[src/rtl/fpu_pkg.sv]
// Shared FPU definitions: IEEE-754 binary32 exponent constants, integer
// limits, and the pipeline record types used by the ftoi converter.
package fpu_pkg;

  // binary32 exponent landmarks (biased)
  localparam logic [7:0] EXP_BIAS  = 8'd127;
  // Exponent at which the 24-bit mantissa already sits at integer weight 2^0
  localparam logic [7:0] EXP_ALIGN = EXP_BIAS + 8'd23;
  // |x| >= 2^31 from here up, including inf/NaN
  localparam logic [7:0] EXP_OVF   = 8'd158;
  // Smallest exponent whose value (>= 0.5) can round to a nonzero integer
  localparam logic [7:0] EXP_HALF  = 8'd126;
  localparam logic [7:0] EXP_MAX   = 8'd255;

  localparam logic [31:0] INT_MAX = 32'h7FFF_FFFF;
  localparam logic [31:0] INT_MIN = 32'h8000_0000;

  // Operand class decided in the unpack stage
  typedef enum logic [1:0] {
    CLS_ZERO,
    CLS_NAN,
    CLS_SAT,
    CLS_NORM
  } ftoi_cls_e;

  // Per-stage record after alignment
  typedef struct packed {
    logic        sign;
    ftoi_cls_e   cls;
    logic [31:0] mag;
    logic        guard;
    logic        sticky;
  } ftoi_stage_t;

endpackage

[src/rtl/ftoi_align.sv]
// Combinational aligner: shifts the 24-bit mantissa to integer weight and
// reports the first dropped bit (guard) and the OR of the rest (sticky).
module ftoi_align (
  input  logic [23:0] mant,
  input  logic        shift_left,
  input  logic [4:0]  shift_amt,
  output logic [31:0] mag,
  output logic        guard,
  output logic        sticky
);

  // Upper 32 bits hold the integer part, lower 32 bits catch every bit a
  // right shift of up to 24 can push out, so nothing is lost.
  logic [63:0] wide;

  // Shift left for large exponents (exact) or right for fractional ones
  always_comb begin
    wide = {8'b0, mant, 32'b0};
    if (shift_left) begin
      wide = wide << shift_amt;
    end else begin
      wide = wide >> shift_amt;
    end
  end

  assign mag    = wide[63:32];
  assign guard  = wide[31];
  assign sticky = |wide[30:0];

endmodule

[src/rtl/ftoi.sv]
// Three-stage pipelined binary32 -> signed int32 converter.
// Stage 1 unpacks and classifies, stage 2 aligns, stage 3 rounds, applies
// the sign and saturates. out_valid is input_valid delayed by 3 cycles.
module ftoi #(
  parameter int ROUND_NEAREST = 1
) (
  input  logic        clk,
  input  logic        rst_n,
  input  logic [31:0] in_f,
  input  logic        input_valid,
  output logic [31:0] out_i,
  output logic        out_valid
);

  import fpu_pkg::*;

  // ---------------- stage 1 state ----------------
  logic        s1_valid_q, s1_valid_d;
  logic        s1_sign_q, s1_sign_d;
  ftoi_cls_e   s1_cls_q, s1_cls_d;
  logic [23:0] s1_mant_q, s1_mant_d;
  logic        s1_left_q, s1_left_d;
  logic [4:0]  s1_amt_q, s1_amt_d;

  // ---------------- stage 2 state ----------------
  logic        s2_valid_q, s2_valid_d;
  ftoi_stage_t s2_q, s2_d;

  // ---------------- stage 3 state ----------------
  logic        out_valid_q, out_valid_d;
  logic [31:0] out_i_q, out_i_d;

  // Aligner outputs
  logic [31:0] al_mag;
  logic        al_guard;
  logic        al_sticky;

  // Stage 3 rounding intermediates
  logic        round_inc;
  logic [32:0] rounded;
  logic [31:0] result;

  logic [7:0]  in_exp;
  assign in_exp = in_f[30:23];

  // Stage 1: unpack, classify and derive shift direction/amount
  always_comb begin
    s1_valid_d = input_valid;
    s1_sign_d  = s1_sign_q;
    s1_cls_d   = s1_cls_q;
    s1_mant_d  = s1_mant_q;
    s1_left_d  = s1_left_q;
    s1_amt_d   = s1_amt_q;
    if (input_valid) begin
      s1_sign_d = in_f[31];
      s1_mant_d = {1'b1, in_f[22:0]};
      s1_left_d = (in_exp >= EXP_ALIGN);
      // Only the low 5 bits of (e - 150) matter: NORM shifts are <= 24
      s1_amt_d  = s1_left_d ? (in_exp[4:0] - EXP_ALIGN[4:0])
                            : (EXP_ALIGN[4:0] - in_exp[4:0]);
      if (in_exp == 8'd0) begin
        s1_cls_d = CLS_ZERO;
      end else if (in_exp == EXP_MAX && in_f[22:0] != 23'd0) begin
        s1_cls_d = CLS_NAN;
      end else if (in_exp >= EXP_OVF) begin
        s1_cls_d = CLS_SAT;
      end else if (in_exp < EXP_HALF) begin
        s1_cls_d = CLS_ZERO;
      end else begin
        s1_cls_d = CLS_NORM;
      end
    end
  end

  // Stage 1 registers
  always_ff @(posedge clk or negedge rst_n) begin
    if (!rst_n) begin
      s1_valid_q <= 1'b0;
      s1_sign_q  <= 1'b0;
      s1_cls_q   <= CLS_ZERO;
      s1_mant_q  <= '0;
      s1_left_q  <= 1'b0;
      s1_amt_q   <= '0;
    end else begin
      s1_valid_q <= s1_valid_d;
      s1_sign_q  <= s1_sign_d;
      s1_cls_q   <= s1_cls_d;
      s1_mant_q  <= s1_mant_d;
      s1_left_q  <= s1_left_d;
      s1_amt_q   <= s1_amt_d;
    end
  end

  ftoi_align u_align (
    .mant       (s1_mant_q),
    .shift_left (s1_left_q),
    .shift_amt  (s1_amt_q),
    .mag        (al_mag),
    .guard      (al_guard),
    .sticky     (al_sticky)
  );

  // Stage 2: capture aligned magnitude with guard/sticky
  always_comb begin
    s2_valid_d  = s1_valid_q;
    s2_d.sign   = s1_sign_q;
    s2_d.cls    = s1_cls_q;
    s2_d.mag    = al_mag;
    s2_d.guard  = al_guard;
    s2_d.sticky = al_sticky;
  end

  // Stage 2 registers
  always_ff @(posedge clk or negedge rst_n) begin
    if (!rst_n) begin
      s2_valid_q <= 1'b0;
      s2_q       <= '0;
    end else begin
      s2_valid_q <= s2_valid_d;
      s2_q       <= s2_d;
    end
  end

  // Stage 3: round, saturate, apply sign; specials bypass rounding
  always_comb begin
    round_inc = (ROUND_NEAREST != 0) && s2_q.guard && (s2_q.sticky || s2_q.mag[0]);
    rounded   = {1'b0, s2_q.mag} + {32'b0, round_inc};
    result    = 32'd0;
    case (s2_q.cls)
      CLS_ZERO: result = 32'd0;
      CLS_NAN:  result = INT_MIN;
      CLS_SAT:  result = s2_q.sign ? INT_MIN : INT_MAX;
      default: begin
        if (rounded[32:31] != 2'b00) begin
          result = s2_q.sign ? INT_MIN : INT_MAX;
        end else if (s2_q.sign && rounded[31:0] != 32'd0) begin
          result = -rounded[31:0];
        end else begin
          result = rounded[31:0];
        end
      end
    endcase
    out_valid_d = s2_valid_q;
    out_i_d     = s2_valid_q ? result : out_i_q;
  end

  // Output registers; out_i holds its last value between results
  always_ff @(posedge clk or negedge rst_n) begin
    if (!rst_n) begin
      out_valid_q <= 1'b0;
      out_i_q     <= '0;
    end else begin
      out_valid_q <= out_valid_d;
      out_i_q     <= out_i_d;
    end
  end

  assign out_valid = out_valid_q;
  assign out_i     = out_i_q;

endmodule

[config.mk]
export PLATFORM = sky130hd
export DESIGN_NAME = ftoi
export DESIGN_NICKNAME = d
export VERILOG_FILES = /design/src/rtl/fpu_pkg.sv /design/src/rtl/ftoi_align.sv /design/src/rtl/ftoi.sv
export SDC_FILE = /design/constraint.sdc
export NUM_CORES = 1
export LEC_CHECK = 0
export ABC_AREA = 1
export BUFFER_PORTS_ARGS = -buffer_cell sky130_fd_sc_hd__buf_2
export CORE_MARGIN = 3
export CORE_UTILIZATION = 50
export CTS_CLUSTER_SIZE = 12
export DETAILED_ROUTE_END_ITERATION = 8
export PLACE_DENSITY = 0.78
export SLEW_MARGIN = 20
export SYNTH_ARGS = -nofsm -noshare
export SYNTH_HDL_FRONTEND = slang
export SYNTH_SLANG_ARGS = --single-unit
[constraint.sdc]
create_clock -name clk -period 2.6 [get_ports clk]
set_input_delay 0.26 -clock clk [delete_from_list [all_inputs] [get_ports clk]]
set_output_delay 0.26 -clock clk [all_outputs]
set_load 0.005 [all_outputs]
==> summary.txt, run 1 <==
Met2 Track Usage GR - 44.9%
Worst-margin pin slew - 1.01 ns
Via-per-instance ratio - 5.58
Sequential element share of the synthesized area - 30.0%
Diodes inserted - 0
Clock Skew - 0.0146 ns
Die Width - 138 um
CTS tree - done
Post-Place Cell Area - 10,100 um2
Chip height - 138 um
Area occupied by multi-input gates - 5760 um2
Startpoint Class - flop
Mapped Cells - 1,450
EDFF count, synth - 0
WP data arrival - 3.09 ns
Starting Density - 51.9%
Min Tclk post-route - 2.90 ns
Max_cap viols - 0
Fraction of layout cells with a size suffix above 1 - 20.6%
Setup_tns - -6.14 ns
Most Crowded Layer GR - met2
Final worst slack - -0.299 ns
Failing checks - negative setup slack
Pwr dens - 689 nW/um2
Mean Syn Cell Area - 6.05 um2
Pre-CTS WS - -0.295 ns
Async SR Flop Fraction - 100%
Initial drt markers - 909
CTS H-tree lvls - 3
Clock Tree Buf Depth - 2
Remaining DRCs - 0
WHS - 0.0964 ns
Cells after DPL - 1,785
Total power - 7.57 mW
Synth unique cells - 45
Clock Latency Late Sink - 0.36 ns
GRT Overall Usage - 27.8%
Remaining global-route overflow - 0
Wirelength per Cell - 15.4 um
Largest net degree at the start of global routing - 52
Fin. Hold Viols - 0
Syn-to-layout area delta - 25.3%
Detailed Route WL - 28.1 mm
Hpwl dp - 21.1 mm
Area of the mapped netlist - 8770 um2
HP Class - in -> reg
Final Cell Area - 11,000 um2
Core box area - 16,900 um2
VDD IR-drop max - 0.388 mV
# rows - 47
Ys Warns - 0
Initial DRT Pass Iterations - 8
Initial antenna violation count - 0
Detail Route Antenna Nets - 0
Top post-synthesis cells by area - dfrtp_1, nand2_1, o21ai_0
TritonCTS Buffers - 9
Non-Filler Instances - 1,822
Root Driver - clkbuf_16
I/O pins - 68
CTS sink cnt - 105
Area leader, netlist - dfrtp_1
Leak Pwr - 5.49 nW
Die ar. - 19,200 um2
Syn_nets - 1,493
Synth top area share - 30.0%
Slew HR - 32.3%
RSZ-0062 raised after global routing - yes
Worst EP required - 2.80 ns
Pins Over Slew Limit - 0
Worst Path Max Fanout - 3
Status - complete, but fails checks
Yosys reg bits - 105
Clock-pin slew of the registers on the worst-case setup and hold paths - 0.08 ns
GR Util met3 - 3.42%
Post-layout util - 65.1%
Setup crit end kind - flop
Finish-stage setup viols - 28
Vias in the first global route - 8,968
Post-synth top flop - dfrtp_1
Fin crit share - 112%
Grt met1 use - 38.9%
Fillcell total - 1,523
Max Clock Freq - 0.345 GHz
GP Congestion - 0.953
WS Path Type - reg -> reg
Global-route wire length before repair - 44.5 mm
# nets final - 1,640
Via count - 10,173
PortBufs - 67
Register area - 2630 um2
[worst max-delay path: stages, from the launching register on]
cell	delay (ns)
dfrtp_1	0.35
o21a_1	0.18
ha_4	0.16
buf_4	0.10
nand3_1	0.19
buf_4	0.21
xor2_2	0.16
nor2_4	0.13
nand3_2	0.10
nor2_4	0.13
nand2_2	0.10
nor2_2	0.13
nand2_2	0.10
buf_4	0.16
nor2_4	0.10
nand2_1	0.08
nand2_1	0.09
nand3_2	0.09
nand3_2	0.11
a21oi_2	0.08
[cell usage after synthesis (5+ instances only)]
cell and n:
nand2_1 529, nor2_1 152, inv_1 132, o21ai_0 132, dfrtp_1 105, nand3_1 73, a21oi_1 72, clkbuf_1 48
nand4_1 17, o22ai_1 16, xor2_1 15, nor2_2 14, nand3b_1 11, nor3_1 10, o221ai_1 10, buf_1 9
ha_1 8, o21ai_1 8, mux2i_1 7, buf_2 6, or2_2 6, a221oi_1 5, a31oi_1 5, clkinv_1 5
nand2_2 5, nor4_1 5, o211ai_1 5, o21a_1 5, xnor2_1 5
[area by class of cell]
class                      instances  area share [%]
inverter                         140            4.83
sequential                       105            23.9
multi-input combinational       1139            52.5
clock inverter                     7           0.649
clock buffer                       9            2.05
timing repair buffer             202            13.6
tap                              220            2.51
[kinds of logic (layout without fill, tap and decap cells)]
kind of cell | Yosys count | count (layout) | share of synthesized area (%)
flops | 105 | 105 | 30.0
fa+ha+maj | 8 | 8 | 1.14
simple gates | 832 | 832 | 39.7
compound gates | 272 | 272 | 17.2
mux | 7 | 7 | 0.799
buf+inv | 206 | 358 | 9.16
xor+xnor | 20 | 20 | 2.00
[layout by cell type, fill, tap and decap left out, types with 7 or more instances in the layout]
cell,instances
a21oi_1,65
a21oi_2,7
buf_2,66
buf_4,124
clkbuf_16,12
dfrtp_1,105
inv_1,129
mux2i_1,7
nand2_1,503
nand2_2,27
nand3_1,63
nand3_2,9
nand3b_1,11
nand4_1,17
nor2_1,135
nor2_2,10
nor2_4,24
nor3_1,10
o21ai_0,124
o21ai_1,12
o221ai_1,10
o22ai_1,16
xor2_1,12
[state kept, by name (all words and copies together) (netlist names)]
| name | cells |
|---|---|
| s1_cls_q | 2 |
| s1_valid_q | 1 |
| out_i | 32 |
| s1_amt_q | 5 |
| out_valid | 1 |
| s1_left_q | 1 |
| out_valid_d | 1 |
| s1_mant_q | 24 |
| s2_q | 37 |
| s1_sign_q | 1 |
[where the power goes]
part | switching (mW) | total [mW] | leakage, nW | internal (mW)
combinational | 2.43 | 4.09 | 4.05 | 1.66
sequential | 0.243 | 2.12 | 1.30 | 1.88
clock | 0.682 | 1.36 | 0.139 | 0.677
total | 3.36 | 7.57 | 5.49 | 4.21
[metal layers]
layer	wire length (um)	share of wire [%]
met5	0	0
met4	880	3.1
met3	2170	7.7
met2	12900	46
met1	12200	43
[what timing repair did]
item                                    CTS  global route
endpoints found under the hold margin    45             0
endpoints found under the setup margin   30            33
pin swaps                                 5            41
gates cloned                              0             4
buffers inserted                         10             6
resized for setup                        34            64
hold buffers                              1             0
[worst paths after layout]
path,startpoint,end,slack (ns),cells after the start
max,s2_q[2],out_i[28],-0.30,19
min,in_f[31],s1_sign_q,0.1,3
max reg2reg,s2_q[2],out_i[28],-0.30,19
min reg2reg,s1_valid_q,out_valid_d,0.36,0
max in group asynchronous,rst_n,s2_q[18],1.47,3
min in group asynchronous,rst_n,s2_q[20],0.46,2
Power figures use the tool's default switching activity.
==> run 2, diff against run 1 <==
- ABC_AREA: 1 -> default
==> summary.txt, run 2 <==
Worst-margin pin slew - 0.926 ns
Die ar. - 19,300 um2
Area of the mapped netlist - 8850 um2
Clock power share - 17.2%
Clock-pin slew of the registers on the worst-case setup and hold paths - 0.08 ns
Slowest cell delay on critical path - 0.48 ns
Power share of the sequential group - 27.3%
CTS tree - done
Detailed Route WL - 29.1 mm
Status - complete, but fails checks
CTS sink cnt - 105
Post-layout util - 68.4%
WHS - 0.0295 ns
HP Class - in -> async
Starting Density - 51.2%
Mapped Cells - 1,003
Root Driver - clkbuf_16
Clock Latency Late Sink - 0.36 ns
Net Sw Power - 3.47 mW
Largest net degree at the start of global routing - 72
Min Tclk post-route - 3.32 ns
Post-Route M1 WL - 11.5 mm
Pins Over Slew Limit - 0
Mean Syn Cell Area - 8.82 um2
Wirelength per Cell - 20.0 um
Via-per-instance ratio - 6.43
EDFF count, synth - 0
Initial drt markers - 997
Cells after DPL - 1,398
Max layer used - met4
Vias in the first global route - 8,951
Final Cell Area - 11,800 um2
Global-route wire length before repair - 45.3 mm
Post-synth top flop - dfrtp_1
# nets final - 1,267
Comb pwr share - 55.5%
Remaining DRCs - 0
Initial antenna violation count - 0
FF-to-FF setup slack - -0.72 ns
Hpwl dp - 20.2 mm
CTS H-tree lvls - 3
PortBufs - 67
Pwr dens - 690 nW/um2
Chip height - 139 um
Fin. Hold Viols - 0
Routed wl met2 - 14.0 mm
Diodes inserted - 0
Max Clock Freq - 0.302 GHz
Syn_nets - 1,046
Startpoint Class - flop
GP Congestion - 0.998
Internal cell power - 4.69 mW
Sequential element share of the synthesized area - 29.7%
Yosys reg bits - 105
Most common cell after layout, fill and taps aside - buf_4
Async SR Flop Fraction - 100%
CP cell instances - o21a_1 -> ha_4 -> ha_4 -> nand3_4 -> or4_4 -> buf_12 -> or4_4 -> nand4_4 -> nor4b_4 -> buf_4 -> a31o_4 -> or4_4 -> o211a_1
Top post-synthesis cells by area - dfrtp_1, mux2i_1, mux2_2
Fraction of layout cells with a size suffix above 1 - 38.7%
Top-count cell post-synth - dfrtp_1
GRT Overall Usage - 28.1%
Largest Register - s2_q
WP data arrival - 3.57 ns
Finish-stage setup viols - 32
TritonCTS Buffers - 9
Max FFs per register - 37
Non-Filler Instances - 1,454
Via count - 9,354
# rows - 48
Leak Pwr - 5.08 nW
Core box area - 17,300 um2
Slew HR - 38.2%
# hold bufs at CTS - 0
Failing checks - negative setup slack
Synth unique cells - 81
Crit-path most repeated cell - or4_4
VDD IR-drop max - 0.401 mV
Synth top area share - 29.7%
Initial DRT Pass Iterations - 9
Detail Route Antenna Nets - 0
Switch share - 42.5%
Remaining global-route overflow - 0
RSZ-0062 raised after global routing - yes
Ys Warns - 0
Max_cap viols - 0
Worst Path Max Fanout - 4
Fin crit share - 128%
Clock Tree Buf Depth - 2
Top post-synthesis cells by count - dfrtp_1, nor2_1, mux2i_1, nand2_1, o21ai_0
Final worst slack - -0.715 ns
I/O pins - 68
Die Width - 139 um
Clock Skew - 0.0106 ns
WS Path Type - reg -> reg
Setup crit end kind - flop
Most frequent cells in the layout - buf_4, dfrtp_1, nor2_1
Post-Place Cell Area - 10,700 um2
Met3 WL - 1.99 mm
Syn-to-layout area delta - 33.7%
Slowest library cell on the worst path - or4_4
Area leader, netlist - dfrtp_1
Worst EP required - 2.85 ns
-- run 2: final timing paths --
check / startpoint / to / depth (start not counted)
worst max-delay path: s2_q[2] / out_i[25] / 13
worst min-delay path: rst_n / out_i[3] / 1
worst max register to register: s2_q[2] / out_i[25] / 13
worst min register to register: s1_valid_q / out_valid_d / 0
max in group asynchronous: rst_n / s2_q[25] / 2
min in group clk: in_f[0] / s1_mant_q[0] / 3
-- run 2: final cells by class --
class / instances / area (um2)
Inverter: 18 / 67.6
Clock inverter: 7 / 71.3
Timing Repair Buffer: 289 / 2220
Fill cell: 1292 / 5470
Tap cell: 225 / 282
Clock buffer: 9 / 225
Sequential cell: 105 / 2630
Multi-Input combinational cell: 801 / 6330
-- run 2: power by group through the flow --
stage               registers, mW  clock network (mW)  logic (mW)
global placement             2.23                   0        3.83
CTS                          2.21                1.41        4.16
finish                       2.23                1.41        4.53
detailed placement           2.25                   0        3.90
floorplan                    2.16                   0        2.41
global route                 2.27                1.47        4.80
-- run 2: logic make-up after synthesis --
group                      Yosys count  synth area share (%)
AOI/OAI and AO/OA                  241                  17.8
xor gates and xnor gates            37                  3.75
adders and majority gates            8                  1.13
buffers and inverters               97                  4.70
DFF                                105                  29.7
muxes                              145                  19.9
and+or+nand+nor                    370                  23.0
-- run 2: stage by stage --
stage               worst slack [ns]  TNS, ns  total power, mW
global route                  -0.855   -22.43             8.54
global placement              -0.590   -14.87             6.06
CTS                           -0.621   -15.02             7.78
detailed placement            -0.721   -18.17             6.14
floorplan                     -0.585   -13.35             4.58
finish                        -0.715   -18.10             8.16
-- run 2: layer usage --
metal	vias to the layer above	track usage, %
li1	4238	-
met1	4433	34.7
met2	532	47.7
met3	151	4.69
met4	0	14.0
met5	-	0
-- run 2: what timing repair did --
| action | CTS | global route |
|---|---|---|
| setup endpoints to repair | 32 | 35 |
| cloned | 0 | 2 |
| pin swaps | 27 | 19 |
| resized for setup | 53 | 39 |
| buffers inserted | 24 | 17 |
-- run 2: worst max-delay path, delay by kind of cell, from the launching register on --
kind            cells  cell delay, ns
simple gates        6            1.63
compound gates      3            0.55
buf+inv             2            0.32
fa+ha+maj           2            0.34
flops               1            0.35
==> run 3, diff against run 2 <==
- HOLD_SLACK_MARGIN: default -> 0.1
==> summary.txt, run 3 (synthesis results as in run 2) <==
Status - complete, but fails checks
Failing checks - negative setup slack
VDD IR-drop max - 0.400 mV
Post-Place Cell Area - 10,700 um2
TritonCTS Buffers - 9
Leak Pwr - 5.08 nW
Total power - 8.14 mW
RSZ-0062 raised after global routing - yes
Initial DRT Pass Iterations - 6
CTS sink cnt - 105
Setup crit end kind - flop
Hpwl dp - 20.2 mm
Final Cell Area - 11,800 um2
Slowest cell delay on critical path - 0.48 ns
Global-route wire length before repair - 45.3 mm
Hold path start - in_f[0]
Largest Register - s2_q
Max FFs per register - 37
Most common cell after layout, fill and taps aside - buf_4
Startpoint Class - flop
Pins Over Slew Limit - 0
WHS - 0.115 ns
HP Class - in -> reg
Min Tclk post-route - 3.32 ns
Worst R2R End - out_i[25]
Die ar. - 19,300 um2
GRT Overall Usage - 28.1%
GP Congestion - 0.998
Worst Path Max Fanout - 4
Fin crit share - 128%
Worst r2r src - s2_q[2]
Core box area - 17,300 um2
Root Driver - clkbuf_16
Clock Skew - 0.0103 ns
Via count - 9,354
# nets final - 1,268
Detail Route Antenna Nets - 0
Initial antenna violation count - 0
Chip height - 139 um
Max Clock Freq - 0.302 GHz
Remaining global-route overflow - 0
# rows - 48
Slowest library cell on the worst path - or4_4
Hold depth - 3
Max_cap viols - 0
Post-layout util - 68.4%
Remaining DRCs - 0
FF-to-FF setup slack - -0.72 ns
Final worst slack - -0.716 ns
Largest net degree at the start of global routing - 72
Wirelength per Cell - 20.0 um
Clock Latency Late Sink - 0.37 ns
Slew HR - 37.9%
Clock-pin slew of the registers on the worst-case setup and hold paths - 0.08 ns
PortBufs - 67
Via-per-instance ratio - 6.43
CTS H-tree lvls - 3
Worst-margin pin slew - 0.931 ns
Most frequent cells in the layout - buf_4, dfrtp_1, nor2_1
Detailed Route WL - 29.1 mm
Crit-path most repeated cell - or4_4
Initial drt markers - 997
CTS tree - done
Pre-CTS WS - -0.721 ns
WHS Endpoint - s1_mant_q[0]
Clock Tree Buf Depth - 2
WS Path Type - reg -> reg
WP data arrival - 3.57 ns
CP cell instances - o21a_1 -> ha_4 -> ha_4 -> nand3_4 -> or4_4 -> buf_12 -> or4_4 -> nand4_4 -> nor4b_4 -> buf_4 -> a31o_4 -> or4_4 -> o211a_1
Finish-stage setup viols - 32
Worst EP required - 2.86 ns
Pwr dens - 688 nW/um2
Die Width - 139 um
Fin. Hold Viols - 0
Diodes inserted - 0
Fraction of layout cells with a size suffix above 1 - 38.7%
Syn-to-layout area delta - 33.8%
Starting Density - 51.2%
R2R cell count - 13
I/O pins - 68
Vias in the first global route - 8,951
==> run 3: changes by cell type in the layout (fill, tap and decap cells not counted), sizes merged <==
cell	previous run	this run
dlygate4sd3	0	1
==> run 3: timing repair <==
| action | 4_1_cts | 5_1_grt |
|---|---|---|
| gates resized for setup | 53 | 39 |
| pin swaps | 27 | 19 |
| endpoints found under the setup margin | 32 | 35 |
| hold buffers | 1 | 0 |
| endpoints found under the hold margin | 70 | 0 |
| buffers inserted | 24 | 17 |
| cloned | 0 | 2 |
==> run 3: critical path: cells and delay by family, from the launching register on <==
family / cells / cell delay [ns]
adder cells (fa/ha/maj): 2 / 0.34
buffers and inverters: 2 / 0.33
flip-flops: 1 / 0.35
AND/OR/NAND/NOR: 6 / 1.63
AO/OA/AOI/OAI: 3 / 0.55
==> run 3: per-layer routing <==
layer  global-route usage, %  up-vias  share of wire, %
li1                        -     4239                 -
met1                    34.7     4475                39
met3                    4.69      142               6.9
met2                    47.7      498                49
met5                       0        -                 0
met4                    14.0        0               5.3
==> run 3: worst max-delay path by stage <==
stage,startpoint,endpoint,cells after the start
global placement,s2_q[2],out_i[28],12
detailed placement,s2_q[2],out_i[28],12
global route,s2_q[2],out_i[12],14
finish,s2_q[2],out_i[25],13
CTS,s2_q[2],out_i[25],11
floorplan,s2_q[2],out_i[25],11
==> run 3: per-stage QoR <==
stage	TNS, ns	instances
6_report	-18.03	1455
3_5_place_dp	-18.17	1398
2_1_floorplan	-13.35	1003
3_3_place_gp	-14.87	1398
4_1_cts	-15.02	1438
5_1_grt	-22.43	1455
==> run 3: power breakdown <==
part | leakage, nW | switching, mW | internal [mW] | total [mW]
combinational | 3.65 | 2.42 | 2.09 | 4.52
sequential | 1.29 | 0.308 | 1.92 | 2.23
clock | 0.139 | 0.721 | 0.678 | 1.40
==> run 3: layout make-up <==
class	instances	area [um2]
multi-input cells	801	6330
clock inverters	7	71.3
clock buffers	9	225
well taps	225	282
flip-flops and latches	105	2630
repair buffers	290	2230
fillers	1293	5460
inverters	18	67.6
